### config.mk
export PLATFORM = sky130hd
export DESIGN_NAME = ll_resp_gen_unit
export DESIGN_NICKNAME = d
export VERILOG_FILES = /design/src/rtl/ll_pkg.sv /design/src/rtl/ll_resp_watchdog.sv /design/src/rtl/ll_resp_gen_unit.sv
export SDC_FILE = /design/constraint.sdc
export NUM_CORES = 1
export LEC_CHECK = 0
export BUFFER_PORTS_ARGS = -buffer_cell sky130_fd_sc_hd__buf_2
export CAP_MARGIN = 10
export CORE_UTILIZATION = 50
export DETAILED_ROUTE_END_ITERATION = 12
export PLACE_DENSITY = 0.78
export SLEW_MARGIN = 30
export SYNTH_ARGS = -nofsm -noshare
export SYNTH_HDL_FRONTEND = slang
export SYNTH_SLANG_ARGS = --single-unit
### constraint.sdc
create_clock -name clk -period 2.8 [get_ports clk]
set_clock_uncertainty 0.15 [all_clocks]
set_input_delay 0.14 -clock clk [delete_from_list [all_inputs] [get_ports clk]]
set_output_delay 0.14 -clock clk [all_outputs]
set_load 0.03 [all_outputs]
### src/rtl/ll_pkg.sv
// Shared linked-list package: operation and response encodings, datapath width
// and the default manager-timeout used by the response generator.
package ll_pkg;

  localparam int DATAMEM_WIDTH      = 32;
  localparam int RESP_STATUS_W      = 3;
  localparam int DEF_TIMEOUT_CYCLES = 1024;

  typedef enum logic [2:0] {
    OP_NOP    = 3'd0,
    OP_INSERT = 3'd1,
    OP_DELETE = 3'd2,
    OP_SEARCH = 3'd3,
    OP_READ   = 3'd4,
    OP_UPDATE = 3'd5
  } t_mainop_types;

  typedef enum logic [RESP_STATUS_W-1:0] {
    RESP_OK         = 3'd0,
    RESP_NO_OP      = 3'd1,
    RESP_DECODE_ERR = 3'd2,
    RESP_MNGR_ERR   = 3'd3,
    RESP_TIMEOUT    = 3'd4
  } t_resp_status;

  // OK and NO_OP are the only statuses that do not count as errors.
  function automatic logic is_err_status(input t_resp_status s);
    return (s != RESP_OK) && (s != RESP_NO_OP);
  endfunction

endpackage

### src/rtl/ll_resp_watchdog.sv
// Loadable up-counter that flags expiry at TIMEOUT_CYCLES-1 and holds there
// until cleared, so a late enable can never wrap it back to a live value.
module ll_resp_watchdog
  import ll_pkg::*;
#(
  parameter int TIMEOUT_CYCLES = DEF_TIMEOUT_CYCLES,
  parameter int CNT_W          = $clog2(TIMEOUT_CYCLES) + 1
) (
  input  logic             clk,
  input  logic             reset,
  input  logic             i_clr,
  input  logic             i_en,
  input  logic             i_load,
  input  logic [CNT_W-1:0] i_load_val,
  output logic             o_expired
);

  localparam logic [CNT_W-1:0] EXPIRE_AT = CNT_W'(TIMEOUT_CYCLES - 1);

  logic [CNT_W-1:0] r_cnt;

  // NOTE: sequential state uses non-blocking assignments only, so every
  // register samples pre-edge values regardless of block ordering.
  always_ff @(posedge clk or posedge reset) begin
    if (reset) begin
      r_cnt <= '0;
    end else if (i_clr) begin
      r_cnt <= '0;
    end else if (i_load) begin
      r_cnt <= i_load_val;
    end else if (i_en && !o_expired) begin
      r_cnt <= r_cnt + CNT_W'(1);
    end
  end

  assign o_expired = (r_cnt == EXPIRE_AT);

endmodule

### src/rtl/ll_resp_gen_unit.sv
// Response end of the linked-list request path: turns decoder and manager
// events into one handshaked response each, with watchdog and statistics.
module ll_resp_gen_unit
  import ll_pkg::*;
#(
  parameter int TIMEOUT_CYCLES = DEF_TIMEOUT_CYCLES,
  parameter int TMO_CNT_WIDTH  = $clog2(TIMEOUT_CYCLES) + 1,
  parameter int CNT_WIDTH      = 16
) (
  input  logic                     clk,
  input  logic                     reset,
  input  logic                     resp_no_op,
  input  logic                     resp_gen_decode_err,
  input  logic                     resp_gen_decode_err_type,
  input  logic                     req_taken,
  input  logic                     mngr_op_done,
  input  logic                     mngr_op_err,
  input  logic                     mngr_rd_data_vld,
  input  logic [DATAMEM_WIDTH-1:0] mngr_rd_data,
  output logic                     resp_vld,
  input  logic                     resp_rdy,
  output logic [RESP_STATUS_W-1:0] resp_status,
  output logic [DATAMEM_WIDTH-1:0] resp_data,
  output logic                     resp_gen_cmpltd,
  output logic                     resp_gen_idle,
  output logic [CNT_WIDTH-1:0]     rsp_cnt,
  output logic [CNT_WIDTH-1:0]     err_cnt
);

  typedef enum logic [1:0] {
    IDLE      = 2'd0,
    WAIT_MNGR = 2'd1,
    SEND_RESP = 2'd2,
    CMPLT     = 2'd3
  } t_resp_fsm_st;

  t_resp_fsm_st             r_state;
  t_resp_status             r_status;
  logic [DATAMEM_WIDTH-1:0] r_data;
  logic                     r_vld;
  logic                     r_cmpltd;
  logic                     r_idle;
  logic [CNT_WIDTH-1:0]     r_rsp_cnt;
  logic [CNT_WIDTH-1:0]     r_err_cnt;

  logic w_wd_clr;
  logic w_wd_en;
  logic w_wd_expired;
  logic w_handshake;

  // Watchdog restarts only when a request is actually forwarded to the manager.
  assign w_wd_clr    = (r_state == IDLE) && req_taken &&
                       !resp_gen_decode_err && !resp_no_op;
  assign w_wd_en     = (r_state == WAIT_MNGR);
  assign w_handshake = (r_state == SEND_RESP) && resp_rdy;

  ll_resp_watchdog #(
    .TIMEOUT_CYCLES(TIMEOUT_CYCLES),
    .CNT_W         (TMO_CNT_WIDTH)
  ) u_watchdog (
    .clk       (clk),
    .reset     (reset),
    .i_clr     (w_wd_clr),
    .i_en      (w_wd_en),
    .i_load    (1'b0),
    .i_load_val('0),
    .o_expired (w_wd_expired)
  );

  always_ff @(posedge clk or posedge reset) begin
    if (reset) begin
      r_state   <= IDLE;
      r_status  <= RESP_OK;
      r_data    <= '0;
      r_vld     <= 1'b0;
      r_cmpltd  <= 1'b0;
      r_idle    <= 1'b1;
      r_rsp_cnt <= '0;
      r_err_cnt <= '0;
    end else begin
      case (r_state)
        IDLE: begin
          if (resp_gen_decode_err) begin
            r_status <= RESP_DECODE_ERR;
            r_data   <= {{(DATAMEM_WIDTH-1){1'b0}}, resp_gen_decode_err_type};
            r_vld    <= 1'b1;
            r_idle   <= 1'b0;
            r_state  <= SEND_RESP;
          end else if (resp_no_op) begin
            r_status <= RESP_NO_OP;
            r_data   <= '0;
            r_vld    <= 1'b1;
            r_idle   <= 1'b0;
            r_state  <= SEND_RESP;
          end else if (req_taken) begin
            r_idle   <= 1'b0;
            r_state  <= WAIT_MNGR;
          end
        end

        WAIT_MNGR: begin
          // A done on the expiry cycle still reports the manager's result.
          if (mngr_op_done) begin
            r_status <= mngr_op_err ? RESP_MNGR_ERR : RESP_OK;
            r_data   <= mngr_rd_data_vld ? mngr_rd_data : '0;
            r_vld    <= 1'b1;
            r_state  <= SEND_RESP;
          end else if (w_wd_expired) begin
            r_status <= RESP_TIMEOUT;
            r_data   <= '0;
            r_vld    <= 1'b1;
            r_state  <= SEND_RESP;
          end
        end

        SEND_RESP: begin
          if (w_handshake) begin
            r_vld     <= 1'b0;
            r_cmpltd  <= 1'b1;
            r_rsp_cnt <= r_rsp_cnt + CNT_WIDTH'(1);
            if (is_err_status(r_status) && (r_err_cnt != '1)) begin
              r_err_cnt <= r_err_cnt + CNT_WIDTH'(1);
            end
            r_state   <= CMPLT;
          end
        end

        default: begin
          r_cmpltd <= 1'b0;
          r_idle   <= 1'b1;
          r_state  <= IDLE;
        end
      endcase
    end
  end

  assign resp_vld        = r_vld;
  assign resp_status     = r_status;
  assign resp_data       = r_data;
  assign resp_gen_cmpltd = r_cmpltd;
  assign resp_gen_idle   = r_idle;
  assign rsp_cnt         = r_rsp_cnt;
  assign err_cnt         = r_err_cnt;

endmodule

==> impl_metrics.xml <==
<?xml version="1.0" encoding="UTF-8"?>
<metrics>
  <group name="outcome">
    <metric name="status" unit="">complete, no violations</metric>
  </group>
  <group name="floorplanning">
    <metric name="num_rows" unit="">30</metric>
    <metric name="floorplan.die_area" unit="sq um">7666</metric>
    <metric name="core_region_area" unit="sq um">6944</metric>
    <metric name="die-height" unit="um">87.56</metric>
    <metric name="initial_utilization" unit="">0.5270</metric>
    <metric name="die_width" unit="um">87.56</metric>
    <metric name="num_io_pins" unit="">112</metric>
  </group>
  <group name="placed_design">
    <metric name="place.gp.congestion" unit="">0.8094</metric>
    <metric name="place_inst" unit="">516</metric>
    <metric name="placement.io_buffers" unit="">111</metric>
    <metric name="hpwl" unit="um">5808</metric>
  </group>
  <group name="timing">
    <metric name="max_slew.worst_pin.slew" unit="ns">0.7261</metric>
    <metric name="period_minus_slack" unit="ns">2.429</metric>
    <metric name="clock.fmax" unit="MHz">411.8</metric>
    <metric name="final_min_period_over_clock_period" unit="">0.8673</metric>
    <metric name="setup-violations-final" unit="">0</metric>
    <metric name="finalMaxSlewViolations" unit="">0</metric>
    <metric name="final_hold_viol_count" unit="">0</metric>
    <metric name="timing.slew.headroom" unit="">0.5154</metric>
    <metric name="finalSetupTns" unit="ns">0</metric>
    <metric name="rsz0062_at_grt" unit="">no</metric>
  </group>
  <group name="worst_hold_path">
    <metric name="hold_class" unit="">in -&gt; reg</metric>
  </group>
  <group name="route">
    <metric name="ant_nets" unit="">0</metric>
    <metric name="wl_met1" unit="um">3754</metric>
    <metric name="route.met3.wl" unit="um">377</metric>
    <metric name="drt_pass1_iterations" unit="">6</metric>
    <metric name="detail_route.wirelength" unit="um">9030</metric>
    <metric name="vias_per_cell" unit="">5.511</metric>
    <metric name="route.vias.total" unit="">3119</metric>
    <metric name="wl_met2" unit="um">4582</metric>
    <metric name="routed_len_inst" unit="um">15.95</metric>
    <metric name="number_of_design_rule_violations_left_after_detail_routing" unit="">0</metric>
    <metric name="maxUsedRoutingLayer" unit="">met4</metric>
    <metric name="detailedRoute.firstIterationViolations" unit="">150</metric>
  </group>
  <group name="clock_tree">
    <metric name="cts_inserted_buffers" unit="">9</metric>
    <metric name="clock_path_buffers" unit="">2</metric>
    <metric name="number_of_buffers_inserted_by_post_cts_setup_repair" unit="">0</metric>
    <metric name="clock_sinks" unit="">83</metric>
    <metric name="cts_tree" unit="">done</metric>
    <metric name="clk_root_buffer_cell" unit="">sky130_fd_sc_hd__clkbuf_8</metric>
    <metric name="clk_transition_reported_paths" unit="ns">0.09</metric>
    <metric name="clk-insertion-delay-late" unit="ns">0.36</metric>
    <metric name="htree_num_levels" unit="">3</metric>
  </group>
  <group name="grt">
    <metric name="number_of_global_route_vias_before_repair" unit="">2997</metric>
    <metric name="grt_usage" unit="">0.2451</metric>
    <metric name="grt_antenna_before_repair" unit="">0</metric>
    <metric name="grt-ovfl-total" unit="">0</metric>
    <metric name="maximum_number_of_pins_on_one_net_before_global_route_repair" unit="">43</metric>
    <metric name="grt_pass1_wl" unit="um">14180</metric>
  </group>
  <group name="logic_synthesis">
    <metric name="async_flop_share" unit="">1.000</metric>
    <metric name="netlist_instances" unit="">314</metric>
    <metric name="synth_top_area_cell" unit="">sky130_fd_sc_hd__dfrtp_1</metric>
    <metric name="synth-compound-area-share" unit="">0.1333</metric>
    <metric name="synth_flop_cell" unit="">sky130_fd_sc_hd__dfrtp_1</metric>
    <metric name="post_synthesis_register_bit_count" unit="">83</metric>
    <metric name="synth.top_cell.area_share" unit="">0.5607</metric>
    <metric name="synth_fp_nets" unit="">363</metric>
    <metric name="synth_enable_flop_cells" unit="">0</metric>
    <metric name="yosys-top-cells-area" unit="">sky130_fd_sc_hd__dfrtp_1 56%, sky130_fd_sc_hd__a22o_1 7.4%, sky130_fd_sc_hd__xnor2_1 5.0%</metric>
    <metric name="synth.lib_cells_used.distinct" unit="">41</metric>
    <metric name="synth_top_family_by_area" unit="">simple AND/OR/NAND/NOR gates</metric>
    <metric name="synth_simple_gate_area_frac" unit="">0.1528</metric>
    <metric name="post_synthesis_xor_xnor_area_fraction" unit="">0.06940</metric>
    <metric name="proportion_of_synthesized_area_in_mux_cells" unit="">0.03282</metric>
    <metric name="synthesis.yosys.warnings" unit="">0</metric>
    <metric name="synth_area_per_cell" unit="sq um">11.66</metric>
    <metric name="synthAdderAreaFrac" unit="">0.02393</metric>
    <metric name="synthesis.area" unit="sq um">3660</metric>
    <metric name="synth-seq-area-share" unit="">0.5679</metric>
  </group>
  <group name="worst_setup_path">
    <metric name="critical_path_peak_fanout" unit="">20</metric>
    <metric name="cp_slowest_stage_delay" unit="ns">0.43</metric>
    <metric name="cp_num_buf_inv" unit="">2</metric>
    <metric name="critical_path.slowest_cell" unit="">sky130_fd_sc_hd__dfrtp_1</metric>
    <metric name="path_cells" unit="">inv_1 &gt; ha_1 &gt; nor2b_1 &gt; o31ai_4 &gt; nand2_2 &gt; buf_4 &gt; a22o_1</metric>
    <metric name="timing.critical_path.to_type" unit="">register</metric>
    <metric name="critical_path_s_top_delay_family" unit="">simple AND/OR/NAND/NOR gates</metric>
    <metric name="worst-endpoint-arrival" unit="ns">2.58</metric>
    <metric name="setup.worst_path.class" unit="">reg -&gt; reg</metric>
    <metric name="kind_of_launch_point_of_the_worst_setup_path" unit="">register</metric>
    <metric name="data_required_time_at_the_worst_endpoint" unit="ns">2.95</metric>
  </group>
  <group name="cells_and_area">
    <metric name="drive_above_1_share" unit="">0.3149</metric>
    <metric name="nets" unit="">514</metric>
    <metric name="final_cells" unit="">566</metric>
    <metric name="layout_area_growth_over_synthesis" unit="%">33.03</metric>
    <metric name="commonest_cells_after_routing_fill_and_taps_aside" unit="">111 x sky130_fd_sc_hd__buf_2, 82 x sky130_fd_sc_hd__dfrtp_1, 34 x sky130_fd_sc_hd__dlygate4sd3_1</metric>
    <metric name="antenna_cells_inserted" unit="">0</metric>
    <metric name="layout.cells.most_common" unit="">sky130_fd_sc_hd__buf_2</metric>
  </group>
  <group name="pwr">
    <metric name="ir_drop" unit="mV">0.5167</metric>
    <metric name="power_per_cell_area" unit="nW/um^2">876.5</metric>
    <metric name="leak" unit="nW">2.441</metric>
  </group>
  <group name="job">
    <metric name="cap_violations" unit="">0</metric>
  </group>
</metrics>
[report_power, final]
| part | switching (W) | internal, W | total (W) |
|---|---|---|---|
| combinational | 0.00107 | 0.000590 | 0.00166 |
| clock | 0.000472 | 0.000339 | 0.000811 |
| sequential | 0.000285 | 0.00151 | 0.00179 |
[stage by stage]
stage                 util  setup slack, ns  hold slack (ns)  area [sq um]  total power, W
floorplan                -           0.3749           0.1225          3660        0.002917
global placement    0.6254           0.5727           0.1288          4343        0.003332
detailed placement  0.6254           0.4638           0.1370          4343        0.003397
CTS                 0.7011           0.4446         0.002453          4868        0.004245
global route        0.7011           0.1975          0.03777          4868        0.004510
finish              0.7011           0.3715          0.01893          4868        0.004267
[final timing paths]
path	start	depth (start not counted)	slack, ns	endpoint
min	req_taken	4	0.02	resp_gen_idle
max reg2reg	r_state[1]	7	0.37	resp_data[4]
max	r_state[1]	7	0.37	resp_data[4]
min in group asynchronous	reset	3	0.29	resp_data[25]
max in group asynchronous	reset	4	1.48	resp_gen_idle
min reg2reg	rsp_cnt[15]	1	0.32	rsp_cnt[15]
[cell families (layout without fill, tap and decap cells)]
| kind of cell | Yosys count | after routing |
|---|---|---|
| xor+xnor | 29 | 29 |
| fa+ha+maj | 7 | 7 |
| compound gates | 64 | 64 |
| buf+inv | 18 | 174 |
| mux | 11 | 11 |
| simple gates | 102 | 102 |
| flops | 83 | 83 |
[metal layers]
metal,global-route usage,up-vias
met3,0.04147,28
li1,-,1451
met4,0.1416,0
met2,0.4020,114
met5,0,-
met1,0.3087,1526
[tightest hold or removal path, delay by kind of cell]
family          cells  cell delay [ns]
simple gates        1             0.05
compound gates      2             0.23
buf+inv             1             0.10
[final cells by class]
type | instances | area, sq um
Inverter | 9 | 35.03
Multi-Input combinational cell | 213 | 1511
Sequential cell | 83 | 2078
Timing Repair Buffer | 149 | 938.4
Tap cell | 96 | 120.1
Clock inverter | 7 | 61.31
Fill cell | 501 | 2076
Clock buffer | 9 | 123.9
[timing repair]
item,4_1_cts,5_1_grt
gates resized for setup,0,0
setup endpoints to repair,0,0
endpoints found under the hold margin,75,0
hold buffers,34,0
[state kept, by name, summed over array words and instances (netlist names)]
name / cells
r_state: 2
resp_vld: 1
resp_gen_idle: 1
err_cnt: 16
resp_data: 32
resp_gen_cmpltd: 1
rsp_cnt: 16
u_watchdog.r_cnt: 11
resp_status: 3
[cells in the mapped netlist (all sizes together), types with 5 or more instances]
cell,instances
a22o,31
and4,5
a21oi,12
nand2,22
xnor2,21
mux2,8
nand3,13
and3,7
xor2,8
ha,7
o21ai,11
nor3,6
inv,9
nor2,16
dfrtp,82
clkbuf,5
nand4,16
No activity file was read; power rests on OpenSTA's default activity.
